## config.mk

```make
export PLATFORM = sky130hd
export DESIGN_NAME = receiver_mem_scheduler_flat
export DESIGN_NICKNAME = d
export VERILOG_FILES = /design/src/rtl/receiver_mem_scheduler_if.sv /design/src/rtl/receiver_mem_scheduler.sv /design/src/flat_wrapper.sv
export SDC_FILE = /design/constraint.sdc
export NUM_CORES = 1
export LEC_CHECK = 0
export BUFFER_PORTS_ARGS = -buffer_cell sky130_fd_sc_hd__buf_2
export CAP_MARGIN = 10
export CORE_AREA = 2 2 74 94
export DETAILED_ROUTE_END_ITERATION = 10
export DIE_AREA = 0 0 76 96
export PLACE_DENSITY = 0.66
export SYNTH_ARGS = -nofsm -noshare
export SYNTH_HDL_FRONTEND = slang
export SYNTH_SLANG_ARGS = --single-unit
```

## constraint.sdc

```tcl
create_clock -name clk -period 3.25 [get_ports clk]
set_input_delay 0.325 -clock clk [delete_from_list [all_inputs] [get_ports clk]]
set_output_delay 0.325 -clock clk [all_outputs]
set_load 0.02 [all_outputs]
```

## src/rtl/receiver_mem_scheduler_if.sv

```systemverilog
// receiver_mem_scheduler_if: requester handshakes and single-port memory bus
// shared between the receiver memory scheduler and its surroundings.
interface receiver_mem_scheduler_if #(
    parameter int DATA_W = 16,
    parameter int ADDR_W = 4
);
    logic              flush;
    logic              wr_req;
    logic [DATA_W-1:0] wr_data;
    logic              wr_ack;
    logic              rd_req;
    logic [DATA_W-1:0] rd_data;
    logic              rd_valid;
    logic [ADDR_W-1:0] mem_addr;
    logic [DATA_W-1:0] mem_wdata;
    logic              mem_we;
    logic              mem_re;
    logic [DATA_W-1:0] mem_rdata;
    logic [ADDR_W:0]   count;
    logic              full;
    logic              empty;
    modport master (
        output flush, wr_req, wr_data, rd_req, mem_rdata,
        input  wr_ack, rd_data, rd_valid, mem_addr, mem_wdata, mem_we, mem_re, count, full, empty
    );
    modport slave (
        input  flush, wr_req, wr_data, rd_req, mem_rdata,
        output wr_ack, rd_data, rd_valid, mem_addr, mem_wdata, mem_we, mem_re, count, full, empty
    );
endinterface

```

## src/rtl/receiver_mem_scheduler.sv

```systemverilog
// receiver_mem_scheduler: round-robin sharing of a single-port receiver memory
// between a write requester and a read requester, with circular pointers.
module receiver_mem_scheduler #(
    parameter int DATA_W = 16,
    parameter int ADDR_W = 4,
    parameter int DEPTH  = 16
) (
    input logic clk,
    input logic Reset,
    receiver_mem_scheduler_if.slave b
);
    typedef enum logic [1:0] {IDLE, WRITE, READ, READ_WAIT} state_t;
    localparam logic [ADDR_W-1:0] LAST_PTR = ADDR_W'(DEPTH - 1);
    localparam logic [ADDR_W:0]   FULL_CNT = (ADDR_W + 1)'(DEPTH);
    state_t            state;
    logic [ADDR_W-1:0] wr_ptr, rd_ptr;
    logic              last_wr;
    logic              wr_ok, rd_ok, grant_wr;
    assign b.full   = b.count == FULL_CNT;
    assign b.empty  = b.count == '0;
    assign wr_ok    = b.wr_req && !b.full;
    assign rd_ok    = b.rd_req && !b.empty;
    // last_wr low after reset, so the first contention goes to the writer
    assign grant_wr = wr_ok && (!rd_ok || !last_wr);
    always_ff @(posedge clk or negedge Reset) begin
        if (!Reset) begin
            state       <= IDLE;
            wr_ptr      <= '0;
            rd_ptr      <= '0;
            last_wr     <= 1'b0;
            b.count     <= '0;
            b.mem_addr  <= '0;
            b.mem_wdata <= '0;
            b.mem_we    <= 1'b0;
            b.mem_re    <= 1'b0;
            b.wr_ack    <= 1'b0;
            b.rd_valid  <= 1'b0;
            b.rd_data   <= '0;
        end else begin
            b.rd_valid <= 1'b0;
            case (state)
                IDLE: begin
                    if (b.flush) begin
                        wr_ptr  <= '0;
                        rd_ptr  <= '0;
                        b.count <= '0;
                    end else if (grant_wr) begin
                        state       <= WRITE;
                        b.mem_addr  <= wr_ptr;
                        b.mem_wdata <= b.wr_data;
                        b.mem_we    <= 1'b1;
                        b.wr_ack    <= 1'b1;
                    end else if (rd_ok) begin
                        state      <= READ;
                        b.mem_addr <= rd_ptr;
                        b.mem_re   <= 1'b1;
                    end
                end
                WRITE: begin
                    state    <= IDLE;
                    b.mem_we <= 1'b0;
                    b.wr_ack <= 1'b0;
                    wr_ptr   <= wr_ptr == LAST_PTR ? '0 : wr_ptr + 1'b1;
                    b.count  <= b.count + 1'b1;
                    last_wr  <= 1'b1;
                end
                READ: begin
                    state    <= READ_WAIT;
                    b.mem_re <= 1'b0;
                end
                default: begin
                    state      <= IDLE;
                    b.rd_data  <= DATA_W'(b.mem_rdata);
                    b.rd_valid <= 1'b1;
                    rd_ptr     <= rd_ptr == LAST_PTR ? '0 : rd_ptr + 1'b1;
                    b.count    <= b.count - 1'b1;
                    last_wr    <= 1'b0;
                end
            endcase
        end
    end
endmodule

```

## src/flat_wrapper.sv

```systemverilog
// flat-port wrapper written by rule: the top's interface ports become plain ports
module receiver_mem_scheduler_flat 
#(
    parameter int DATA_W = 16,
    parameter int ADDR_W = 4,
    parameter int DEPTH  = 16
)
  (clk, Reset, b_flush, b_wr_req, b_wr_data, b_rd_req, b_mem_rdata, b_wr_ack, b_rd_data, b_rd_valid, b_mem_addr, b_mem_wdata, b_mem_we, b_mem_re, b_count, b_full, b_empty);
  receiver_mem_scheduler_if #(.DATA_W(DATA_W), .ADDR_W(ADDR_W)) b_i ();
  input logic clk;
  input logic Reset;
  input wire logic [$bits(b_i.flush)-1:0] b_flush;
  input wire logic [$bits(b_i.wr_req)-1:0] b_wr_req;
  input wire logic [$bits(b_i.wr_data)-1:0] b_wr_data;
  input wire logic [$bits(b_i.rd_req)-1:0] b_rd_req;
  input wire logic [$bits(b_i.mem_rdata)-1:0] b_mem_rdata;
  output wire logic [$bits(b_i.wr_ack)-1:0] b_wr_ack;
  output wire logic [$bits(b_i.rd_data)-1:0] b_rd_data;
  output wire logic [$bits(b_i.rd_valid)-1:0] b_rd_valid;
  output wire logic [$bits(b_i.mem_addr)-1:0] b_mem_addr;
  output wire logic [$bits(b_i.mem_wdata)-1:0] b_mem_wdata;
  output wire logic [$bits(b_i.mem_we)-1:0] b_mem_we;
  output wire logic [$bits(b_i.mem_re)-1:0] b_mem_re;
  output wire logic [$bits(b_i.count)-1:0] b_count;
  output wire logic [$bits(b_i.full)-1:0] b_full;
  output wire logic [$bits(b_i.empty)-1:0] b_empty;
  assign b_i.flush = b_flush;
  assign b_i.wr_req = b_wr_req;
  assign b_i.wr_data = b_wr_data;
  assign b_i.rd_req = b_rd_req;
  assign b_i.mem_rdata = b_mem_rdata;
  assign b_wr_ack = b_i.wr_ack;
  assign b_rd_data = b_i.rd_data;
  assign b_rd_valid = b_i.rd_valid;
  assign b_mem_addr = b_i.mem_addr;
  assign b_mem_wdata = b_i.mem_wdata;
  assign b_mem_we = b_i.mem_we;
  assign b_mem_re = b_i.mem_re;
  assign b_count = b_i.count;
  assign b_full = b_i.full;
  assign b_empty = b_i.empty;
  receiver_mem_scheduler #(.DATA_W(DATA_W), .ADDR_W(ADDR_W), .DEPTH(DEPTH)) u_core (.clk(clk), .Reset(Reset), .b(b_i));
endmodule
```

==> results of run 1 <==
## cell families (layout without fill, tap and decap cells)
group,count (synthesis),in the layout,share of synthesized area [%]
xor+xnor,3,3,1.00
flops,55,55,52.5
simple gates,37,37,7.64
buf+inv,19,102,3.20
fa+ha+maj,10,10,5.06
mux,47,47,21.9
compound gates,33,33,8.69
## cell usage in the layout, fill, tap and decap left out, types with 2 or more instances in the layout
| cell type | n |
|---|---|
| mux2_2 | 32 |
| nor2b_1 | 2 |
| o31ai_1 | 2 |
| a311o_1 | 2 |
| ha_1 | 9 |
| nor2_1 | 4 |
| inv_1 | 10 |
| clkbuf_8 | 5 |
| a21o_1 | 2 |
| nand4_1 | 2 |
| nand3_1 | 5 |
| buf_2 | 83 |
| nand2b_1 | 3 |
| xor2_1 | 2 |
| nor3_1 | 2 |
| or4_1 | 2 |
| mux2i_1 | 4 |
| nand2_1 | 11 |
| mux2_4 | 10 |
| clkinvlp_4 | 2 |
| nor4_1 | 3 |
| o21ai_0 | 8 |
| a22o_1 | 4 |
| dfrtp_1 | 55 |
| a21oi_1 | 6 |
## final timing paths
path	startpoint	end	cells past startpoint
worst max register to register	u_core.state[1]	u_core.b.count[4]	8
worst min-delay path	Reset	u_core.rd_ptr[1]	1
worst min register to register	u_core.b.rd_data[8]	u_core.b.rd_data[8]	1
min in group clk	b_wr_data[4]	u_core.b.mem_wdata[4]	2
max in group asynchronous	Reset	u_core.b.mem_wdata[5]	2
worst max-delay path	u_core.state[1]	u_core.b.count[4]	8
## state kept, by name, summed over array words and instances (netlist names)
signal / flops
u_core.wr_ptr: 4
u_core.b.count: 5
u_core.b.mem_addr: 4
u_core.b.rd_valid: 1
u_core.last_wr: 1
u_core.rd_ptr: 4
u_core.b.mem_wdata: 16
u_core.b.wr_ack: 1
u_core.b.rd_data: 16
u_core.state: 2
u_core.b.mem_re: 1
## through the flow
stage / std cells / hold WS, ns
global placement: 366 / 0.466
detailed placement: 366 / 0.471
CTS: 374 / 0.135
floorplan: 204 / 0.0294
finish: 374 / 0.0926
global route: 374 / 0.161
## power groups by stage
stage          clock network [mW]  registers [mW]  logic (mW)
6_report                    0.377            1.27        1.88
2_1_floorplan                   0            1.58        1.06
3_3_place_gp                    0            1.27        1.87
4_1_cts                     0.393            1.27        1.90
5_1_grt                     0.420            1.33        2.06
3_5_place_dp                    0            1.28        1.89
## final cells by class
type                            instances  area share [%]
Clock buffer                            5            2.15
Inverter                               10            1.18
Timing Repair Buffer                   84            13.2
Tap cell                               87            3.41
Clock inverter                          3           0.627
Sequential cell                        55            43.1
Multi-Input combinational cell        130            36.3
## critical path, stage by stage, from the launching register on
cell and delay [ns]:
dfrtp_1 0.41, inv_1 0.11, ha_1 0.36, inv_1 0.22, ha_1 0.38, a21o_1 0.13, a21oi_1 0.10, or4b_2 0.62
nand4_1 0.10
## metal layers
metal / routed length [um] / global-route usage (%) / share of wire, % / vias up
met5: 0 / 0 / 0 / -
met4: 54 / 4.09 / 1.1 / 0
met3: 279 / 3.28 / 5.5 / 6
met2: 2620 / 24.8 / 51 / 47
met1: 2160 / 18.1 / 42 / 918
li1: - / - / - / 897
==> flow_summary_export.csv, run 1 <==
group,metric,value,unit
hold_path,holdCritPathClass,"input port to asynchronous set/reset pin",
power_and_ir_drop,ir_worst_vdd,0.510,mV
timing,fmax,0.400,GHz
timing,finalSetupViolCount,0,
logic_synthesis,netlist_instances,204,
cts,clk_latency,0.31,ns
cts,hold_buffers,0,
global_routing,antenna_found_initial,0,
logic_synthesis,synth.area.top_cells,"dfrtp_1 53%, mux2_2 14%, mux2_4 5.7%",
placed_design,place_area,3110,um2
cts,cts.sinks,55,
cts,path_clk_slew,0.10,ns
finish,final_core_util,49.9,%
detailed_routing,routed_via_density,4.99,
logic_synthesis,synth.distinct_cells,41,
global_routing,track_usage,14.3,%
worst_setup_path,r2r_setup_slack,0.75,ns
global_routing,grt_max_degree,38,
logic_synthesis,synth-edff-count,0,
worst_setup_path,arrival,2.75,ns
power_and_ir_drop,power_density,1100,nW/um2
power_and_ir_drop,swShare,42.5,%
placed_design,portBuffers,83,
logic_synthesis,yosysMostFrequentCell,"dfrtp_1",
power_and_ir_drop,p_switching,1.50,mW
power_and_ir_drop,seqPwrFrac,35.9,%
cts,clockRootBuffer,"clkbuf_8",
detailed_routing,vias,1868,
floorplanning,core_area,6400,um2
detailed_routing,drtAntennaViolNets,0,
power_and_ir_drop,power_frac_clock,10.7,%
logic_synthesis,async_flop_share,100,%
logic_synthesis,synth-seq-area-share,52.5,%
finish,fillers,577,
worst_setup_path,crit_path_start_kind,"flip-flop",
logic_synthesis,synth-seq-cells,55,
floorplanning,start_util,40.9,%
global_routing,grt_pass1_wl,8.40,mm
timing,fin_crit_sh,76.9,%
floorplanning,rows,33,
floorplanning,die_area,7300,um2
timing,hold_viol,0,
timing,fin_setup_tns,0,ns
detailed_routing,wirelength,5.12,mm
timing,tightest_slew,0.784,ns
floorplanning,ios,84,
cts,cts_max_path_buffers,2,
finish,area_growth,21.9,%
logic_synthesis,synth_area,2620,um2
cts,cts_buffers,5,
logic_synthesis,syn_area_per_cell,12.8,um2
power_and_ir_drop,p_leak,1.54,nW
worst_setup_path,critPathRequiredTime,3.50,ns
timing,worst_slack,0.750,ns
timing,fin_worst_skew,0.00657,ns
placed_design,dpl.hpwl,3.81,mm
timing,rsz0062_at_grt,"no",
detailed_routing,first_iter_violations,78,
power_and_ir_drop,combPwrFrac,53.3,%
global_routing,first_global_vias,1747,
cts,htree_levels,2,
floorplanning,die_h,96,um
timing,maxSlewViolCount,0,
placed_design,place_congestion,0.770,
detailed_routing,drtPass1Iterations,4,
finish,final-seq-area,1380,um2
worst_setup_path,critical_path.endpoint_type,"flip-flop",
finish,drive_above_1_share,48.1,%
cts,cts_setup_buffers,0,
finish,fin_nets,333,
finish,design_area,3190,um2
timing,max-slew-margin-rel,47.8,%
timing,period_needed,2.50,ns
cts,tritoncts,"yes",
detailed_routing,avgRoutedWirePerCell,13.7,um
run_status,status,"finished, final reports clean",
logic_synthesis,mappedNetlistNets,251,
global_routing,overflow,0,
finish,diodes,0,
logic_synthesis,yosys.area.top_type_share,52.5,%
worst_setup_path,crit_path_max_fanout,10,
floorplanning,die_w,76,um
cts,cts.repair.resized,0,
logic_synthesis,synth.largest_area_cell,"dfrtp_1",
finish,multiInputGateArea,1160,um2
logic_synthesis,ys_warn_count,0,
power_and_ir_drop,p_int,2.03,mW
power_and_ir_drop,power.total,3.52,mW
worst_setup_path,crit_type,"flip-flop to flip-flop",
placed_design,place_ws,0.787,ns
logic_synthesis,yosys-top-cells-count,"55 x dfrtp_1, 32 x mux2_2, 11 x nand2_1",
detailed_routing,drc_errors,0,
logic_synthesis,synth_top_flop_cell,"dfrtp_1",
flow_run,drv_cap,0,
(Power assumes the default switching activity.)
==> run 2: changes to the inputs <==
--- a/config.mk
+++ b/config.mk
@@ -10,7 +10,7 @@
 export CORE_AREA = 2 2 74 94
 export DETAILED_ROUTE_END_ITERATION = 10
 export DIE_AREA = 0 0 76 96
-export PLACE_DENSITY = 0.66
+export PLACE_DENSITY = 0.69
 export SYNTH_ARGS = -nofsm -noshare
 export SYNTH_HDL_FRONTEND = slang
 export SYNTH_SLANG_ARGS = --single-unit
==> constraint.sdc (replaced) <==
create_clock -name clk -period 2.2 [get_ports clk]
set_input_delay 0.22 -clock clk [delete_from_list [all_inputs] [get_ports clk]]
set_output_delay 0.22 -clock clk [all_outputs]
set_load 0.02 [all_outputs]
==> flow_summary_export.csv, run 2 (synthesis results as in run 1) <==
group,metric,value,unit
worst_setup_path,crit_path_start,"u_core.b.count[1]",
placed_design,portBuffers,83,
power_and_ir_drop,swShare,42.0,%
timing,fin_worst_skew,0.0110,ns
global_routing,grtUsageMet2,27.2,%
timing,tightest_slew,0.626,ns
global_routing,antenna_found_initial,0,
floorplanning,ios,84,
floorplanning,die_area,7300,um2
timing,fin_setup_tns,0,ns
timing,fin_crit_sh,95.4,%
cts,path_clk_slew,0.11,ns
detailed_routing,drc_errors,0,
power_and_ir_drop,seqPwrFrac,33.5,%
finish,largestRegisters,"u_core.b.mem_wdata: 16 flops, u_core.b.rd_data: 16 flops, u_core.b.count: 5 flops",
power_and_ir_drop,power_density,1630,nW/um2
timing,finalSetupViolCount,0,
worst_setup_path,critical_path.endpoint_type,"flip-flop",
global_routing,grt_pass1_wl,8.54,mm
floorplanning,core_area,6400,um2
power_and_ir_drop,ir_worst_vdd,0.870,mV
power_and_ir_drop,p_leak,1.61,nW
placed_design,place_congestion,0.836,
detailed_routing,routed_via_density,4.91,
cts,htree_levels,2,
worst_setup_path,r2r_setup_slack,0.10,ns
worst_setup_path,crit_path_start_kind,"flip-flop",
timing,maxSlewViolCount,0,
floorplanning,start_util,40.9,%
timing,max-slew-margin-rel,58.3,%
worst_setup_path,rr_endpoint,"u_core.b.mem_addr[1]",
detailed_routing,drtPass1Iterations,6,
power_and_ir_drop,power.total,5.42,mW
hold_path,holdCritPathClass,"input port to flip-flop",
timing,hold_slack,0.130,ns
floorplanning,rows,33,
finish,area_growth,26.7,%
flow_run,drv_cap,0,
detailed_routing,first_iter_violations,74,
worst_setup_path,arrival,2.31,ns
cts,clk_latency,0.31,ns
global_routing,first_global_vias,1875,
detailed_routing,wirelength,5.40,mm
worst_setup_path,critPathRequiredTime,2.41,ns
finish,drive_above_1_share,51.2,%
cts,tritoncts,"yes",
timing,hold_viol,0,
cts,clockRootBuffer,"clkbuf_8",
finish,final_cell_mix,"83 x buf_2, 53 x dfrtp_1, 32 x mux2_2, 11 x nand2_1, 11 x buf_4",
cts,cts_buffers,5,
worst_setup_path,crit_path_max_fanout,6,
detailed_routing,drtAntennaViolNets,0,
detailed_routing,vias,1897,
power_and_ir_drop,combPwrFrac,56.4,%
worst_setup_path,cp-endpoint,"u_core.b.mem_addr[1]",
placed_design,place_area,3220,um2
floorplanning,die_w,76,um
finish,fillers,570,
cts,cts.sinks,55,
global_routing,grt_util_met1,17.0,%
cts,cts_max_path_buffers,2,
power_and_ir_drop,power_frac_clock,10.1,%
worst_setup_path,crit_type,"flip-flop to flip-flop",
power_and_ir_drop,p_int,3.14,mW
finish,diodes,0,
power_and_ir_drop,p_switching,2.28,mW
global_routing,overflow,0,
timing,fmax,0.476,GHz
placed_design,dpl.hpwl,3.95,mm
detailed_routing,avgRoutedWirePerCell,14.0,um
global_routing,track_usage,14.7,%
global_routing,grt_max_degree,29,
global_routing,grt_busiest_layer,"met2",
run_status,status,"finished, final reports clean",
worst_setup_path,reg2reg_depth,4,
global_routing,grtUsageMet3,3.28,%
finish,design_area,3320,um2
finish,mostFrequentLayoutCell,"buf_2",
finish,fin_nets,346,
floorplanning,die_h,96,um
timing,period_needed,2.10,ns
worst_setup_path,rr_startpoint,"u_core.b.count[1]",
[run 2: cell count changes in the layout (fill, tap and decap cells not counted), sizes merged]
cell         delta
buf            +12
clkinv          +1
clkinvlp        -2
dlygate4sd3     +1
[run 2: critical path: stages (launching register included)]
cell and delay (ns):
dfrtp_2 0.41, or4_1 0.61, mux2i_4 0.34, mux2_2 0.38, mux2_2 0.27
[run 2: stage by stage]
stage	setup WS, ns	instances	util (%)
6_report	0.101	386	51.9
5_1_grt	-0.0124	386	51.9
4_1_cts	0.0779	386	51.8
3_5_place_dp	0.0890	378	50.4
3_3_place_gp	0.122	378	50.4
2_1_floorplan	0.0139	204	-
[run 2: final cells by class]
type                       count  area (um2)  share of cell area (%)
timing repair buffer          97         548                    16.5
multi-input combinational    130        1160                    35.1
sequential                    55        1380                    41.5
clock inverter                 2        13.8                   0.415
tap                           87         109                    3.28
inverter                      10        37.5                    1.13
clock buffer                   5        68.8                    2.07
[run 2: worst min path at each step]
stage,startpoint,endpoint,slack [ns],cells past startpoint
final,b_wr_data[0],u_core.b.mem_wdata[0],0.13,2
after global routing,b_wr_data[3],u_core.b.mem_wdata[3],0.12,2
after CTS,b_wr_data[0],u_core.b.mem_wdata[0],0.12,2
after detailed placement,Reset,u_core.b.mem_wdata[12],0.28,1
after global placement,Reset,u_core.b.mem_wdata[9],0.27,1
after floorplan,Reset,u_core.b.count[0],-0.08,0
[run 2: power groups by stage]
stage / clock network (mW) / logic, mW / registers, mW
6_report: 0.548 / 3.06 / 1.81
5_1_grt: 0.613 / 3.31 / 1.89
4_1_cts: 0.572 / 3.05 / 1.81
3_5_place_dp: 0 / 3.03 / 1.84
3_3_place_gp: 0 / 2.99 / 1.82
2_1_floorplan: 0 / 1.58 / 2.34
[run 2: timing repair]
| action | 4_1_cts | 5_1_grt |
|---|---|---|
| endpoints found under the hold margin | 27 | 0 |
| setup endpoints to repair | 0 | 1 |
| hold buffers | 1 | 0 |
| buffers inserted | 0 | 0 |
| gates resized for setup | 0 | 2 |
[run 2: routing by layer]
layer  up-vias  share of wire [%]
met4         0                1.7
li1        920                  -
met3         7                4.7
met1       907                 41
met5         -                  0
met2        63                 52
==> run 3: changes to the inputs <==
--- a/config.mk
+++ b/config.mk
@@ -10,7 +10,7 @@
 export CORE_AREA = 2 2 74 94
 export DETAILED_ROUTE_END_ITERATION = 10
 export DIE_AREA = 0 0 76 96
-export PLACE_DENSITY = 0.69
+export PLACE_DENSITY = 0.66
 export SYNTH_ARGS = -nofsm -noshare
 export SYNTH_HDL_FRONTEND = slang
 export SYNTH_SLANG_ARGS = --single-unit
==> constraint.sdc (replaced) <==
create_clock -name clk -period 2 [get_ports clk]
set_input_delay 0.2 -clock clk [delete_from_list [all_inputs] [get_ports clk]]
set_output_delay 0.2 -clock clk [all_outputs]
set_load 0.02 [all_outputs]
==> flow_summary_export.csv, run 3 (synthesis results as in run 1) <==
group,metric,value,unit
power_and_ir_drop,power_density,1820,nW/um2
worst_setup_path,r2r_setup_slack,-0.02,ns
placed_design,place_ws,-0.0995,ns
finish,diodes,0,
cts,clk_latency,0.31,ns
detailed_routing,first_iter_violations,53,
worst_setup_path,cp_cell_sequence,"or4_4 > mux2i_4 > mux2_4 > mux2_4",
cts,cts_max_path_buffers,2,
power_and_ir_drop,p_switching,2.63,mW
timing,fin_crit_sh,101,%
finish,area_growth,33.0,%
worst_setup_path,crit_path_start,"u_core.b.count[2]",
timing,rsz0062_at_grt,"yes",
timing,fmax,0.494,GHz
worst_setup_path,critPathRequiredTime,2.21,ns
timing,fin_worst_skew,0.0107,ns
finish,mostFrequentLayoutCell,"buf_2",
floorplanning,start_util,40.9,%
global_routing,first_global_vias,1972,
run_status,violations,"setup timing",
flow_run,drv_cap,0,
timing,finalSetupViolCount,4,
floorplanning,core_area,6400,um2
worst_setup_path,max_stage_delay,0.57,ns
cts,cts_buffers,5,
worst_setup_path,rr_endpoint,"u_core.b.mem_addr[2]",
floorplanning,ios,84,
worst_setup_path,cp-endpoint,"u_core.b.mem_addr[2]",
timing,period_needed,2.02,ns
worst_setup_path,crit_type,"flip-flop to flip-flop",
global_routing,grt_max_degree,36,
timing,tightest_slew,0.482,ns
timing,hold_viol,0,
worst_setup_path,critical_path.endpoint_type,"flip-flop",
cts,tritoncts,"yes",
power_and_ir_drop,p_int,3.71,mW
hold_path,hold_start,"b_mem_rdata[4]",
cts,cts.sinks,55,
finish,final_cell_mix,"83 x buf_2, 53 x dfrtp_1, 24 x mux2_2, 21 x buf_4, 18 x mux2_4",
finish,final_core_util,54.5,%
detailed_routing,wirelength,5.71,mm
placed_design,dpl.hpwl,4.26,mm
detailed_routing,routed_via_density,4.99,
worst_setup_path,cp_common_cell,"mux2_4",
power_and_ir_drop,power.total,6.33,mW
power_and_ir_drop,swShare,41.5,%
global_routing,track_usage,16.5,%
hold_path,holdCritPathClass,"input port to flip-flop",
floorplanning,die_area,7300,um2
worst_setup_path,rr_startpoint,"u_core.b.count[2]",
detailed_routing,drtPass1Iterations,4,
global_routing,grt_pass1_wl,9.56,mm
worst_setup_path,crit_path_start_kind,"flip-flop",
finish,stdcell_count,397,
cts,path_clk_slew,0.10,ns
power_and_ir_drop,power_frac_clock,9.8,%
placed_design,place_congestion,0.795,
detailed_routing,avgRoutedWirePerCell,14.4,um
run_status,status,"finished with violations",
finish,fillers,549,
cts,clockRootBuffer,"clkbuf_8",
placed_design,portBuffers,83,
finish,drive_above_1_share,54.5,%
power_and_ir_drop,p_leak,1.69,nW
power_and_ir_drop,seqPwrFrac,31.6,%
worst_setup_path,arrival,2.23,ns
detailed_routing,vias,1983,
detailed_routing,drtAntennaViolNets,0,
floorplanning,die_h,96,um
placed_design,dp.cells,387,
power_and_ir_drop,combPwrFrac,58.5,%
worst_setup_path,crit_path_max_fanout,6,
finish,largestRegisters,"u_core.b.mem_wdata: 16 flops, u_core.b.rd_data: 16 flops, u_core.b.count: 5 flops",
floorplanning,rows,33,
finish,fin_nets,356,
power_and_ir_drop,ir_worst_vdd,1.00,mV
worst_setup_path,reg2reg_depth,4,
worst_setup_path,slowest_stage,"or4_4",
cts,htree_levels,2,
global_routing,antenna_found_initial,0,
timing,hold_slack,0.110,ns
timing,maxSlewViolCount,0,
floorplanning,die_w,76,um
detailed_routing,drc_errors,0,
global_routing,overflow,0,
timing,max-slew-margin-rel,67.9,%
timing,worst_slack,-0.0233,ns
## run 3: changes by cell type in the layout (fill, tap and decap cells not counted), moves of 2 or more
| cell | before | now |
|---|---|---|
| mux2_4 | 10 | 18 |
| mux2_2 | 32 | 24 |
| ha_1 | 9 | 7 |
| ha_4 | 0 | 2 |
| buf_4 | 11 | 21 |
## run 3: final cells by class
type / instances / area (um2) / share of cell area, %
well taps: 87 / 109 / 3.12
clock inverters: 3 / 22.5 / 0.646
inverters: 10 / 40.0 / 1.15
flip-flops and latches: 55 / 1380 / 39.6
clock buffers: 5 / 68.8 / 1.97
multi-input cells: 130 / 1240 / 35.7
repair buffers: 107 / 623 / 17.9
## run 3: timing repair
item / in CTS / in global routing
hold buffers: 1 / 0
hold endpoints to repair: 20 / 0
endpoints found under the setup margin: 23 / 24
pin swaps: 2 / 5
buffers inserted: 0 / 1
resized for setup: 14 / 4
## run 3: worst min-delay path by stage
stage,to,depth (start not counted)
3_3_place_gp,u_core.b.mem_wdata[14],1
5_1_grt,u_core.b.mem_wdata[0],2
6_report,u_core.b.rd_data[4],2
2_1_floorplan,u_core.b.count[0],0
3_5_place_dp,u_core.b.mem_wdata[10],1
4_1_cts,u_core.b.rd_data[4],2
## run 3: power groups by stage
| stage | logic, mW | clock network, mW | registers [mW] |
|---|---|---|---|
| 6_report | 3.71 | 0.624 | 2.00 |
| 5_1_grt | 4.05 | 0.694 | 2.09 |
| 4_1_cts | 3.64 | 0.648 | 2.00 |
| 3_5_place_dp | 3.52 | 0 | 2.01 |
| 3_3_place_gp | 3.45 | 0 | 1.99 |
| 2_1_floorplan | 1.74 | 0 | 2.57 |
## run 3: worst max-delay path: cells and delay by family, from the launching register on
| family | cells | cell delay (ns) |
|---|---|---|
| flip-flops | 1 | 0.39 |
| multiplexers | 3 | 0.97 |
| AND/OR/NAND/NOR | 1 | 0.57 |
## run 3: routing by layer
metal	GRT usage (%)	wire length [um]	share of wire, %	vias to the layer above
met5	0	0	0	-
met4	4.85	72	1.3	0
met3	4.22	383	6.7	7
met2	28.1	2750	48	83
met1	21.2	2500	44	946
li1	-	-	-	947
## run 3: stage by stage
step / instance area [um2] / TNS (ns)
2_1_floorplan: 2630 / -2.77
3_3_place_gp: 3290 / -0.460
3_5_place_dp: 3290 / -1.04
4_1_cts: 3450 / -0.0877
5_1_grt: 3490 / -0.822
6_report: 3490 / -0.0793
